[src/rtl/min_reader.sv]
// Minutes read sequencer for the RTC bus.
// Runs one address phase followed by one read data phase. It then samples the returned
// byte and publishes it on minutos only if it is valid minutes BCD (00..59).
module min_reader #(
  parameter logic [7:0]  REG_ADDR    = 8'h22,
  parameter int unsigned ADDR_CYCLES = 2,
  parameter int unsigned READ_WAIT   = 4
) (
  input  logic       clk,
  input  logic       reset,
  input  logic       enable,
  input  logic       start,
  input  logic [7:0] bus_data_in,
  output logic       cs,
  output logic       a_d,
  output logic       w_r,
  output logic [7:0] direccion,
  output logic       busy,
  output logic       done,
  output logic       bcd_error,
  output logic [7:0] minutos
);

  typedef enum logic [1:0] {StIdle, StAddr, StData, StDone} state_e;

  localparam logic [3:0] AddrLast = 4'(ADDR_CYCLES - 1);
  localparam logic [3:0] DataLast = 4'(READ_WAIT - 1);

  state_e     state_q, state_d;
  logic [3:0] cnt_q, cnt_d;

  logic       cs_q, cs_d;
  logic       a_d_q, a_d_d;
  logic [7:0] dir_q, dir_d;
  logic       busy_q, busy_d;
  logic       done_q, done_d;
  logic       err_q, err_d;
  logic [7:0] min_q, min_d;

  logic bcd_valid;
  assign bcd_valid = (bus_data_in[7:4] <= 4'd5) && (bus_data_in[3:0] <= 4'd9);

  // Next-state, phase counter and next values of the registered outputs.
  always_comb begin
    state_d = state_q;
    cnt_d   = cnt_q;
    min_d   = min_q;
    err_d   = 1'b0;
    if (!enable) begin
      // Abort: back to idle, minutos is kept.
      state_d = StIdle;
      cnt_d   = 4'd0;
    end else begin
      unique case (state_q)
        StIdle: begin
          if (start) begin
            state_d = StAddr;
            cnt_d   = 4'd0;
          end
        end
        StAddr: begin
          if (cnt_q == AddrLast) begin
            state_d = StData;
            cnt_d   = 4'd0;
          end else begin
            cnt_d = cnt_q + 4'd1;
          end
        end
        StData: begin
          if (cnt_q == DataLast) begin
            // Sampling edge: the only edge at which bus_data_in is used.
            state_d = StDone;
            cnt_d   = 4'd0;
            if (bcd_valid) min_d = bus_data_in;
            else           err_d = 1'b1;
          end else begin
            cnt_d = cnt_q + 4'd1;
          end
        end
        StDone: begin
          state_d = StIdle;
          cnt_d   = 4'd0;
        end
        default: begin
          state_d = StIdle;
          cnt_d   = 4'd0;
        end
      endcase
    end

    cs_d   = (state_d == StAddr) || (state_d == StData);
    a_d_d  = (state_d == StData);
    dir_d  = (state_d == StAddr) ? REG_ADDR : 8'h00;
    busy_d = (state_d != StIdle);
    done_d = (state_d == StDone);
  end

  // State, counter and output registers; outputs are derived from the next state.
  always_ff @(posedge clk) begin
    if (reset) begin
      state_q <= StIdle;
      cnt_q   <= 4'd0;
      cs_q    <= 1'b0;
      a_d_q   <= 1'b0;
      dir_q   <= 8'h00;
      busy_q  <= 1'b0;
      done_q  <= 1'b0;
      err_q   <= 1'b0;
      min_q   <= 8'h00;
    end else begin
      state_q <= state_d;
      cnt_q   <= cnt_d;
      cs_q    <= cs_d;
      a_d_q   <= a_d_d;
      dir_q   <= dir_d;
      busy_q  <= busy_d;
      done_q  <= done_d;
      err_q   <= err_d;
      min_q   <= min_d;
    end
  end

  assign cs        = cs_q;
  assign a_d       = a_d_q;
  assign w_r       = 1'b0;  // This block only ever reads.
  assign direccion = dir_q;
  assign busy      = busy_q;
  assign done      = done_q;
  assign bcd_error = err_q;
  assign minutos   = min_q;

endmodule

[config.mk]
export PLATFORM = sky130hd
export DESIGN_NAME = min_reader
export DESIGN_NICKNAME = d
export VERILOG_FILES = /design/src/rtl/min_reader.sv
export SDC_FILE = /design/constraint.sdc
export NUM_CORES = 1
export LEC_CHECK = 0
export BUFFER_PORTS_ARGS = -buffer_cell sky130_fd_sc_hd__clkbuf_2
export CORE_MARGIN = 1
export CORE_UTILIZATION = 44
export DETAILED_ROUTE_END_ITERATION = 10
export PLACE_DENSITY = 0.84
export SLEW_MARGIN = 20
export SYNTH_ARGS = -nofsm -noshare
export SYNTH_HDL_FRONTEND = slang
export SYNTH_SLANG_ARGS = --single-unit
[constraint.sdc]
create_clock -name clk -period 2.1 [get_ports clk]
set_input_delay 0.21 -clock clk [delete_from_list [all_inputs] [get_ports clk]]
set_output_delay 0.21 -clock clk [all_outputs]
set_load 0.005 [all_outputs]
==> run metrics <==
outcome finished, final reports clean; reg2reg path depth 8; Ant. Diodes 0; Starting Density 0.4627; total CTS buffers 3; worst-margin pin slew between 0.5 and 0.6 ns; worst path cell trace inv_1, ha_2, or3b_4, a211o_1, nand3_1, inv_1, ha_1, nor2b_1; setup TNS 0 ns; DR WL/cell around 12 µm; Worst EP arrival roughly 2.2 ns; Final Hold Violating Endpoints 0; number of hold buffers added after CTS 0; ys flop type dfxtp_1; Top Ports 34; leakage power just under 0.6 nW; clk sinks 20; critical path peak fanout 4; Net Sw Frac 0.2159; number of DRC markers in iteration 0 11; TritonCTS clock tree built; Crit. End Element flop; EDFF count, synth 0; Die H about 50 µm; Hold Crit Endpoint minutos[0]; gr usage total 0.1775; Worst Hold Class in -> reg; Reg area roughly 400 µm²; final RePlAce weighted congestion 0.8340; share of the synthesized area in the top cell type 0.3912; proportion of layout cells with a drive suffix above 1 0.3050; Worst-Skew Late Latency 0.31 ns; first-pass GRT wire length 3291 µm; core area 2212 µm²; initial antenna violation count 0; Top delay family on crit path simple AND/OR/NAND/NOR gates; final-layout fill cell count 208; Mapped Cells roughly 110; number of global-route vias before repair around 800; WP buf/inv 2; Final Max Tran Viols 0; CP max stage delay 0.38 ns; Seq pwr share 0.503; Comb pwr share 0.082; Critical Path RT roughly 2.3 ns; highest-delay cell along the critical path or3b_4; Area contributors post-synth dfxtp_1 39%, ha_1 12%, mux2i_1 6.8%; vias per cell about 4.9; Post-DP Area roughly 1200 µm²; worst reg2reg setup slack 0.08 ns; clk slew on worst S/H paths roughly 0.12 ns; htree depth 1; Via Count approximately 830; die area around 2500 µm²; Layout Nets ~160; Max Clock Skew 0.004673 ns; Final setup viols 0; Multi-input gate area between 500 and 600 µm²; HPWL Detailed between 1500 and 2000 µm; clock root cell clkbuf_4; Synth top cells by count 20 x dfxtp_1, 11 x nor2_1, 10 x ha_1, 10 x nand2_1, 8 x buf_4; Max Freq between 400 and 500 MHz; Hold Crit Start bus_data_in[0]; DP Cell Count ~170; Clk network pwr share 0.415; RSZ-0062 raised after global routing false; register area share after synthesis 0.3912; sw power between 0.00015 and 0.0002 W; cell taking the most area after synthesis dfxtp_1; Die Width about 50 µm; Setup crit start kind flop; Max IR drop VDD a little under 500 µV; residual DRC count 0; final worst path period share 0.9596; CTS Buffer Depth 2; synth-to-layout area growth 22.01%; ys async rst share 0; Slew HR 0.6435; top-count cell post-synth dfxtp_1; internal power 0.0006011 W; DRT Pass-1 Iters 6; pwr dens 613.9 nW/µm²; Rows 17; Tmin final a little over 2 ns; post-synthesis cell area 1023 µm²; DRT Wirelength slightly above 2000 µm; fin cells between 150 and 200; total gr overflow 0; post-synthesis cell type count 28; crit path launch cnt_q[1]; Syn Area/Cell 9.057 µm²; RR Endpoint done; postcts setup bufs 0; #FFs+latches synth 20; hold depth 3; Max Cap Viol 0; I/O Buffers 26; Crit Path Class reg -> reg; final instance area 1249 µm²; largest net degree at the start of global routing 16; synth warn 0; Worst path most repeated cell inv_1; post-route antenna net violation count 0; reg2reg start cnt_q[1]
tightest hold or removal path, delay by kind of cell:
family | cells | cell delay (ns)
muxes | 1 | 0.05
and+or+nand+nor | 1 | 0.07
buffers and inverters | 1 | 0.08
cell type report:
cell class              instances  area share
flip-flops and latches         20      0.3216
repair buffers                 28      0.1162
well taps                      28     0.02806
inverters                       6     0.01804
clock inverters                 1     0.02405
clock buffers                   3     0.01804
multi-input cells              83      0.4739
flip-flops by register name, indices dropped and copies added (netlist names):
| register | cells |
|---|---|
| bcd_error | 1 |
| minutos | 8 |
| cs | 1 |
| direccion | 1 |
| busy | 1 |
| state_q | 2 |
| done | 1 |
| a_d | 1 |
| cnt_q | 4 |
placed cells by master (no fill, tap or decap), types with 2 or more instances in the layout:
cell type,Yosys,routed
a21oi_1,7,6
inv_1,6,6
buf_4,8,2
dfxtp_1,20,19
conb_1,1,7
clkbuf_2,0,26
nor2b_1,6,6
nor2_1,11,10
nand3_1,3,3
o21ai_0,2,2
clkbuf_4,0,3
mux2i_1,7,7
nor3_1,3,3
nand2b_1,3,3
ha_1,10,8
nand2_1,10,10
power groups by stage:
stage                     Combinational (W)  Sequential [W]  Clock (W)
after global routing              0.0000716        0.000386   0.000352
after CTS                         0.0000575        0.000386   0.000324
after floorplan                   0.0000434        0.000394          0
after global placement            0.0000543        0.000393          0
final                             0.0000628        0.000385   0.000318
after detailed placement          0.0000571        0.000394          0
timing repair:
item                                   in CTS  in global routing
setup endpoints to repair                   0                  2
gates resized for setup                     0                  8
endpoints found under the hold margin       0                  0
per-layer routing:
metal / up-vias / track usage / part of all wire / wire length (µm)
met5: - / 0 / 0 / 0
met4: 0 / 0.1190 / 0.013 / 27
met3: 2 / 0.04848 / 0.034 / 69
met2: 18 / 0.2867 / 0.53 / 1072
met1: 386 / 0.2019 / 0.42 / 854
li1: 423 / - / - / -
stage by stage:
| step | worst slack (ns) | hold WS [ns] | util | power (W) |
|---|---|---|---|---|
| 4_1_cts | 0.02399 | 0.1255 | 0.5475 | 0.0007667 |
| 5_1_grt | 0.0007139 | 0.1301 | 0.5645 | 0.0008094 |
| 3_3_place_gp | 0.1055 | 0.4436 | 0.5238 | 0.0004478 |
| 6_report | 0.08492 | 0.1323 | 0.5645 | 0.0007666 |
| 2_1_floorplan | 0.1258 | 0.2816 | - | 0.0004374 |
| 3_5_place_dp | 0.04550 | 0.4499 | 0.5238 | 0.0004512 |
cell families (layout without fill, tap and decap cells):
family                   Yosys count  in the layout  share of synthesized area
adder cells (fa/ha/maj)           10             10                     0.1222
multiplexers                       7              7                    0.06846
AO/OA/AOI/OAI                     14             14                    0.08558
flip-flops                        20             20                     0.3912
AND/OR/NAND/NOR                   45             45                     0.2408
buffers and inverters             16             38                    0.08802
other                              1              7                   0.003664
worst max path at each step:
stage / slack (ns) / depth (start not counted) / end
after floorplan: 0.13 / 7 / cs
after global placement: 0.11 / 8 / cs
after detailed placement: 0.05 / 8 / cs
after CTS: 0.02 / 8 / cs
after global routing: 0.0007 / 8 / done
final: 0.08 / 8 / done
No activity file was read; power rests on OpenSTA's default activity.
